===== config.mk =====
export PLATFORM = sky130hd
export DESIGN_NAME = dvi_capture_sched
export DESIGN_NICKNAME = d
export VERILOG_FILES = /design/src/rtl/dvi_capture_sched.sv
export SDC_FILE = /design/constraint.sdc
export NUM_CORES = 1
export LEC_CHECK = 0
export ABC_AREA = 1
export CORE_UTILIZATION = 53
export CTS_BUF_LIST = sky130_fd_sc_hd__clkbuf_2
export DETAILED_ROUTE_END_ITERATION = 8
export GPL_TIMING_DRIVEN = 0
export PLACE_DENSITY = 0.76
export SETUP_SLACK_MARGIN = 0.02
export SLEW_MARGIN = 25
export SYNTH_ARGS = -nofsm -noshare
export SYNTH_HDL_FRONTEND = slang
export SYNTH_SLANG_ARGS = --single-unit

===== constraint.sdc =====
create_clock -name odck_in -period 3 [get_ports odck_in]
set_clock_uncertainty 0.15 [all_clocks]
set_input_delay 0.6 -clock odck_in [delete_from_list [all_inputs] [get_ports odck_in]]
set_output_delay 0.6 -clock odck_in [all_outputs]
set_load 0.05 [all_outputs]

===== src/rtl/dvi_capture_sched.sv =====
// DVI line-capture scheduler: qualifies the incoming stream, locks frame
// geometry and issues one frame-buffer write request per captured line.
module dvi_capture_sched #(
   parameter int unsigned ADDR_W = 32,
   parameter int unsigned H_W    = 12,
   parameter int unsigned V_W    = 11,
   parameter int unsigned STRIDE = 4096,
   parameter bit          VS_POL = 1'b1
) (
   input  logic              odck_in,
   input  logic              rst,
   input  logic              scdt_in,
   input  logic              vsync_in,
   input  logic              de_in,
   input  logic              enable_in,
   input  logic [ADDR_W-1:0] fb_base_in,
   input  logic              line_ack_in,
   output logic              line_req_o,
   output logic [ADDR_W-1:0] line_addr_o,
   output logic [H_W-1:0]    line_len_o,
   output logic              locked_o,
   output logic [H_W-1:0]    width_o,
   output logic [V_W-1:0]    height_o,
   output logic              frame_done_o,
   output logic              overflow_o
);

   typedef enum logic [1:0] {
      ST_UNLOCKED,
      ST_MEASURE,
      ST_LOCKED,
      ST_CAPTURE
   } state_e;

   state_e state_q, state_d;

   logic vs_q, vs_d;
   logic vs_p_q, vs_p_d;
   logic de_q, de_d;
   logic de_p_q, de_p_d;

   logic [H_W-1:0] px_cnt_q, px_cnt_d;
   logic [V_W-1:0] ln_cnt_q, ln_cnt_d;
   logic [H_W-1:0] last_w_q, last_w_d;
   logic [H_W-1:0] first_w_q, first_w_d;
   logic           uni_q, uni_d;

   logic [H_W-1:0] ref_w_q, ref_w_d;
   logic [V_W-1:0] ref_h_q, ref_h_d;
   logic [H_W-1:0] width_q, width_d;
   logic [V_W-1:0] height_q, height_d;

   logic [ADDR_W-1:0] base_q, base_d;
   logic [ADDR_W-1:0] off_q, off_d;
   logic              req_q, req_d;
   logic [ADDR_W-1:0] addr_q, addr_d;
   logic [H_W-1:0]    len_q, len_d;
   logic              done_q, done_d;
   logic              ovf_q, ovf_d;

   logic fs;
   logic le;
   logic cap_le;
   logic lock_ok;
   logic geom_same;

   // Normalise vsync so that 1 always means "in sync pulse".
   always_comb begin
      vs_d   = vsync_in ^ ~VS_POL;
      vs_p_d = vs_q;
      de_d   = de_in;
      de_p_d = de_q;
   end

   assign fs = vs_q & ~vs_p_q;
   assign le = de_p_q & ~de_q;

   always_comb begin
      px_cnt_d  = px_cnt_q;
      ln_cnt_d  = ln_cnt_q;
      last_w_d  = last_w_q;
      first_w_d = first_w_q;
      uni_d     = uni_q;
      if (le) begin
         px_cnt_d = '0;
      end else if (de_q && (px_cnt_q != '1)) begin
         px_cnt_d = px_cnt_q + 1'b1;
      end
      if (le) begin
         last_w_d = px_cnt_q;
         if (ln_cnt_q == '0) begin
            first_w_d = px_cnt_q;
         end else if (px_cnt_q != first_w_q) begin
            uni_d = 1'b0;
         end
      end
      if (fs) begin
         ln_cnt_d = '0;
         uni_d    = 1'b1;
      end else if (le && (ln_cnt_q != '1)) begin
         ln_cnt_d = ln_cnt_q + 1'b1;
      end
   end

   // Geometry of the frame that just ended is {last_w_q, ln_cnt_q} at FS.
   assign lock_ok = (last_w_q == ref_w_q) && (ln_cnt_q == ref_h_q) &&
                    (last_w_q != '0) && (ln_cnt_q != '0) && uni_q;
   assign geom_same = (last_w_q == width_q) && (ln_cnt_q == height_q);
   assign cap_le = (state_q == ST_CAPTURE) && le;

   always_comb begin
      state_d  = state_q;
      ref_w_d  = ref_w_q;
      ref_h_d  = ref_h_q;
      width_d  = width_q;
      height_d = height_q;
      base_d   = base_q;
      off_d    = off_q;
      req_d    = req_q;
      addr_d   = addr_q;
      len_d    = len_q;
      done_d   = 1'b0;
      ovf_d    = ovf_q;

      if (req_q && line_ack_in) begin
         req_d = 1'b0;
      end
      if (cap_le) begin
         off_d = off_q + ADDR_W'(STRIDE);
         if (!req_q || line_ack_in) begin
            req_d  = 1'b1;
            addr_d = base_q + off_q;
            len_d  = px_cnt_q;
         end else begin
            ovf_d = 1'b1;
         end
      end

      unique case (state_q)
         ST_UNLOCKED: begin
            if (fs) begin
               state_d = ST_MEASURE;
               ref_w_d = '0;
               ref_h_d = '0;
            end
         end
         ST_MEASURE: begin
            if (fs) begin
               if (lock_ok) begin
                  state_d  = ST_LOCKED;
                  width_d  = last_w_q;
                  height_d = ln_cnt_q;
                  ovf_d    = 1'b0;
               end else begin
                  ref_w_d = last_w_q;
                  ref_h_d = ln_cnt_q;
               end
            end
         end
         ST_LOCKED: begin
            if (fs && enable_in) begin
               state_d = ST_CAPTURE;
               base_d  = fb_base_in;
               off_d   = '0;
            end
         end
         ST_CAPTURE: begin
            if (fs) begin
               done_d = 1'b1;
               if (!geom_same) begin
                  state_d = ST_MEASURE;
                  ref_w_d = last_w_q;
                  ref_h_d = ln_cnt_q;
               end else if (enable_in) begin
                  base_d = fb_base_in;
                  off_d  = '0;
               end else begin
                  state_d = ST_LOCKED;
               end
            end
         end
         default: state_d = ST_UNLOCKED;
      endcase

      // Loss of signal aborts everything, including an in-flight request.
      if (!scdt_in) begin
         state_d  = ST_UNLOCKED;
         req_d    = 1'b0;
         width_d  = '0;
         height_d = '0;
      end
   end

   always_ff @(posedge odck_in) begin
      if (rst) begin
         state_q   <= ST_UNLOCKED;
         vs_q      <= 1'b0;
         vs_p_q    <= 1'b0;
         de_q      <= 1'b0;
         de_p_q    <= 1'b0;
         px_cnt_q  <= '0;
         ln_cnt_q  <= '0;
         last_w_q  <= '0;
         first_w_q <= '0;
         uni_q     <= 1'b1;
         ref_w_q   <= '0;
         ref_h_q   <= '0;
         width_q   <= '0;
         height_q  <= '0;
         base_q    <= '0;
         off_q     <= '0;
         req_q     <= 1'b0;
         addr_q    <= '0;
         len_q     <= '0;
         done_q    <= 1'b0;
         ovf_q     <= 1'b0;
      end else begin
         state_q   <= state_d;
         vs_q      <= vs_d;
         vs_p_q    <= vs_p_d;
         de_q      <= de_d;
         de_p_q    <= de_p_d;
         px_cnt_q  <= px_cnt_d;
         ln_cnt_q  <= ln_cnt_d;
         last_w_q  <= last_w_d;
         first_w_q <= first_w_d;
         uni_q     <= uni_d;
         ref_w_q   <= ref_w_d;
         ref_h_q   <= ref_h_d;
         width_q   <= width_d;
         height_q  <= height_d;
         base_q    <= base_d;
         off_q     <= off_d;
         req_q     <= req_d;
         addr_q    <= addr_d;
         len_q     <= len_d;
         done_q    <= done_d;
         ovf_q     <= ovf_d;
      end
   end

   assign line_req_o   = req_q;
   assign line_addr_o  = addr_q;
   assign line_len_o   = len_q;
   assign locked_o     = (state_q == ST_LOCKED) || (state_q == ST_CAPTURE);
   assign width_o      = width_q;
   assign height_o     = height_q;
   assign frame_done_o = done_q;
   assign overflow_o   = ovf_q;

endmodule


=== Yosys cells after proc, flatten, opt, wreduce, memory -nomap -nowiden ===
Index checks and enable logic that the tools add are counted.
Widths: inputs -> output; s select.

* Flip-flop bits (word level): 211
* Input port bits: 39

* Add/sub/neg operators: 4
* Equality and inequality tests: 20
* Mux-type cells: 40
* Bitwise logic cells: 7
* Reduce and logical (&&, ||, !) cells: 30

{| class="wikitable"
|+ Operator list
! operator !! number
|-
| $mux 32 || 9
|-
| $pmux 32 s2 || 2
|-
| $mux 12 || 5
|-
| $mux 11 || 5
|-
| $pmux 12 s3 || 1
|-
| $pmux 11 s3 || 1
|-
| $add 32x13->32 const B || 1
|-
| $add 32x32->32 || 1
|-
| $eq 12x12->1 || 2
|-
| $eq 11x11->1 || 2
|-
| $ne 2x2->1 const B || 9
|-
| $mux 2 || 7
|-
| $add 12x1->12 const B || 1
|-
| $ne 12x12->1 || 1
|-
| $ne 12x12->1 const B || 1
|-
| $reduce_and 6->1 || 2
|-
| $reduce_bool 12->1 || 1
|-
| $add 11x1->11 const B || 1
|-
| $logic_not 11->1 || 1
|-
| $ne 11x11->1 const B || 1
|-
| $reduce_bool 11->1 || 1
|-
| $logic_and 1x1->1 || 10
|-
| $mux 1 || 9
|-
| $pmux 2 s4 || 1
|-
| other kinds (14) || 26
|}

=== Logic depth before layout (Yosys ltp) ===
* Depth in word-level cells: 8
* Mapped depth: 15

=== Worst setup path before layout ===
Ideal clock, no wire load.

* Path type: reg-to-reg
* Start: register width_q[0] (netlist: width_o[0])
* End: register base_q[28]
* Arrival: 1.811 ns
* Data required time: 2.737 ns
* Slack: 0.925 ns
* Stages on the path, launching flop included: 14
* Clock period less this slack: 2.075 ns
* Cell sequence: dfxtp_1 > inv_1 > nand2_1 > nand2_1 > a21oi_1 > nand2_1 > nor2_1 > nand3_1 > nand2_1 > nand2_1 > buf_2 > buf_4 > o21ai_1 > nor2_1

* Longest elaborated chain between the ends: 4

{| class="wikitable"
|+ Ends and longest elaborated chain
! element !! line !! text
|-
| start, declared || 50 || <nowiki>logic [H_W-1:0] width_q, width_d;</nowiki>
|-
| start signal, assigned || 230 || <nowiki>width_q <= width_d;</nowiki>
|-
| $eq 12x12->1 || 108 || <nowiki>assign geom_same = (last_w_q == width_q) && (ln_cnt_q == height_q);</nowiki>
|-
| $logic_and 1x1->1 || 108 ||
|-
| $ne 2x2->1 (no source line) || - ||
|-
| $reduce_and 5->1 (no source line) || - ||
|-
| end signal, assigned || 232 || <nowiki>base_q <= base_d;</nowiki>
|-
| end, declared || 53 || <nowiki>logic [ADDR_W-1:0] base_q, base_d;</nowiki>
|}

Every way passes these cells.
A chain may end at the register's enable or synchronous reset.

=== Worst setup path in the final report ===
* Start: register height_q[6] (netlist: height_o[6])
* End: output height_o[6]

{| class="wikitable"
|+ RTL lines
! element !! line !! text
|-
| start, declared || 51 || <nowiki>logic [V_W-1:0] height_q, height_d;</nowiki>
|-
| start signal, assigned || 231 || <nowiki>height_q <= height_d;</nowiki>
|-
| end, declared || 23 || <nowiki>output logic [V_W-1:0] height_o,</nowiki>
|}

No word-level cell between the ends.

==> run summary <==
Leak -> 5.18 nW
critical path class -> reg -> out
Clock Latency Late Sink -> 850 ps
post-DR wirelength/cell -> 14.8 um
die height -> 141 um
chip width -> 141 um
clock share of power -> 30.5%
Fin. Hold Viols -> 0
# DRC -> 0
area share of xor/xnor cells in the synthesized design -> 4.46%
initial drt markers -> 710
slowest CP cell -> clkdlybuf4s50_1
DPL Wire Length -> 22000 um
hold slack final -> 122 ps
P per Cell Area -> 380 mW/mm^2
Buffers on Ports -> 108
full die area -> 0.0198 mm^2
Via density -> 5.21
Total GRT Usage -> 29.7%
# nets final -> 1713
Inst Count DP -> 1891
cell row count -> 50
vias -> 10000
post-cts repair resize count -> 1
clk buf depth -> 2
RSZ-0062 raised after global routing -> false
area of the multi-input gates -> 0.00522 mm^2
CTS Buf Count -> 17
Cells after Synth -> 1523
CTS tree -> built
flops & latches, synth -> 199
Worst-Margin Slew -> 711 ps
Max IR drop VDD -> 0.000253 V
routability cong. -> 0.978
dpl ws -> 286 ps
Detail Route Antenna Nets -> 0
syn avg cell area -> 6.71 um^2
final wirelength -> 28400 um
crit-path leading delay family -> buffers and inverters
total negative slack -> 0 ps
reg2reg setup slack -> 380 ps
router iterations before antenna repair -> 8
Core Area -> 0.0188 mm^2
Cell Chain, Critical Path -> clkdlybuf4s50_1
top cell type's share of synthesized area -> 39.0%
max-slew violation count -> 0
Worst-path clk slew -> 310 ps
initial antenna violation count -> 1
Synth area leaders -> dfxtp_1 (39%), nand2_1 (13%), nor2_1 (7.5%), inv_1 (6.6%), o21ai_0 (6.2%)
max-cap violations -> 0
number of post-CTS setup repair buffers -> 0
Tmin final -> 2930 ps
NetSw -> 1.32 mW
largest fanout on the critical path -> 4
FF+latch area -> 0.00398 mm^2
Syn Nets -> 1586
Synth Area in Compound Gates -> 14.7%
CP endpoint kind -> primary output
Post-Syn Area -> 0.0102 mm^2
clk root buf -> clkbuf_2
layout cells sized above 1 -> 5.47%
leading area contributor after synthesis -> dfxtp_1
fin cells -> 1924
Critical Path RT -> 2250 ps
achievable clock frequency -> 0.341 GHz
synth unique cells -> 41
WP data arrival -> 2180 ps
largest family of logic cells by synthesized area -> simple AND/OR/NAND/NOR gates
Synth Area in Adders -> 2.94%
CP startpoint kind -> register
sw frac -> 29.2%
vias in the first global route -> 9370
biggest cell delay along the critical path -> 840 ps
Seq/Total Area, Yosys -> 39.0%
Final Total Pwr -> 4.51 mW
Synth Warn # -> 0
Setup Viol. Count Final -> 0
Remaining Overflow, GRT -> 0
HP Class -> in -> reg
global-route wire length before repair -> 46200 um
Comb pwr share -> 8.9%
H-tree depth -> 4
hold_buf cts -> 0
WP buf/inv -> 1
Int Power -> 3.19 mW
Fillers -> 1779
Final Cycle Share -> 97.8%
part of the power in registers -> 60.6%
status -> finished clean
Post-Synth Simple-Gate Area -> 28.9%
IO Pins -> 110
initial core utilization -> 54.3%
fin worst setup slack -> 67.3 ps
Area growth, synth to finish -> 16.3%
pin count of the biggest net entering global routing -> 20
relative slew slack -> 52.4%
CTS Sinks -> 199
post-synthesis mux area share -> 0%
state kept, by name (all words and copies together) (netlist names), 2 cells and up:
signal and count:
base_q 32, first_w_q 12, height_o 11, last_w_q 12
line_addr_o 32, line_len_o 12, ln_cnt_q 11, off_q 20
px_cnt_q 12, ref_h_q 11, ref_w_q 12, state_q 2
width_o 12
stage by stage:
stage	util, %	cell area [um^2]
2_1_floorplan	-	10200
3_3_place_gp	61.7	11600
3_5_place_dp	61.7	11600
4_1_cts	63.1	11900
5_1_grt	63.1	11900
6_report	63.1	11900
path summary, 6_finish.rpt:
check / endpoint / from / depth (start not counted)
max: height_o[6] / height_o[6] / 1
min: vs_p_d / vsync_in / 3
max reg2reg: base_q[30] / last_w_q[0] / 13
min reg2reg: vs_p_q / vs_p_d / 2
Yosys cell counts:
library cell,count
nand2_1,350
nor2_1,204
dfxtp_1,199
inv_1,180
o21ai_0,126
a21oi_1,111
nand3_1,83
clkbuf_1,35
xor2_1,32
nor3_1,26
ha_1,24
xnor2_1,20
nand4_1,17
buf_2,16
inv_2,15
o21bai_1,11
o21ai_1,9
buf_4,7
nor2_2,7
o21a_1,7
nor4_1,6
o211ai_1,5
nor2_4,4
a21boi_0,3
a21o_1,3
a31oi_1,3
a211oi_1,2
clkinv_1,2
nand2_2,2
nand3b_1,2
or2_2,2
a31o_2,1
buf_6,1
clkbuf_2,1
conb_1,1
nand2_4,1
nand3_4,1
nand4_2,1
nor3_2,1
nor3b_1,1
o211a_1,1
metal layers:
| layer | part of all wire (%) | GRT usage [%] | vias up |
|---|---|---|---|
| met5 | 0 | 0 | - |
| met4 | 2.8 | 12.4 | 0 |
| met3 | 6.1 | 4.21 | 52 |
| met1 | 43 | 36.0 | 4541 |
| met2 | 49 | 52.7 | 329 |
| li1 | - | - | 5111 |
power by group through the flow:
stage	sequential (mW)	clock (mW)	combinational, mW
floorplan	2.77	0	0.260
global placement	2.78	0	0.392
detailed placement	2.78	0	0.396
CTS	2.73	1.39	0.398
global route	2.74	1.49	0.453
finish	2.73	1.38	0.402
cells in the final DEF, fill, tap and decap left out, types with 16 or more instances in the layout:
cell type	instances
a21oi_1	111
buf_2	16
clkbuf_1	35
clkbuf_2	18
clkdlybuf4s50_1	106
dfxtp_1	199
ha_1	24
inv_1	180
nand2_1	350
nand3_1	83
nand4_1	17
nor2_1	204
nor3_1	26
o21ai_0	126
xnor2_1	20
xor2_1	32
kinds of logic after synthesis:
kind of cell,Yosys count
other,1
buffers and inverters,257
AND/OR/NAND/NOR,708
XOR/XNOR,52
adder cells (fa/ha/maj),24
flip-flops,199
AO/OA/AOI/OAI,282
final cells by class:
cell class,instances,area share (%)
diodes,1,0.0211
plain buffers,60,2.36
repair buffers,108,9.11
clock buffers,17,0.716
flip-flops and latches,199,33.5
multi-input cells,1067,43.9
well taps,260,2.74
clock inverters,15,1.40
inverters,197,6.22
No activity file was read; power rests on OpenSTA's default activity.
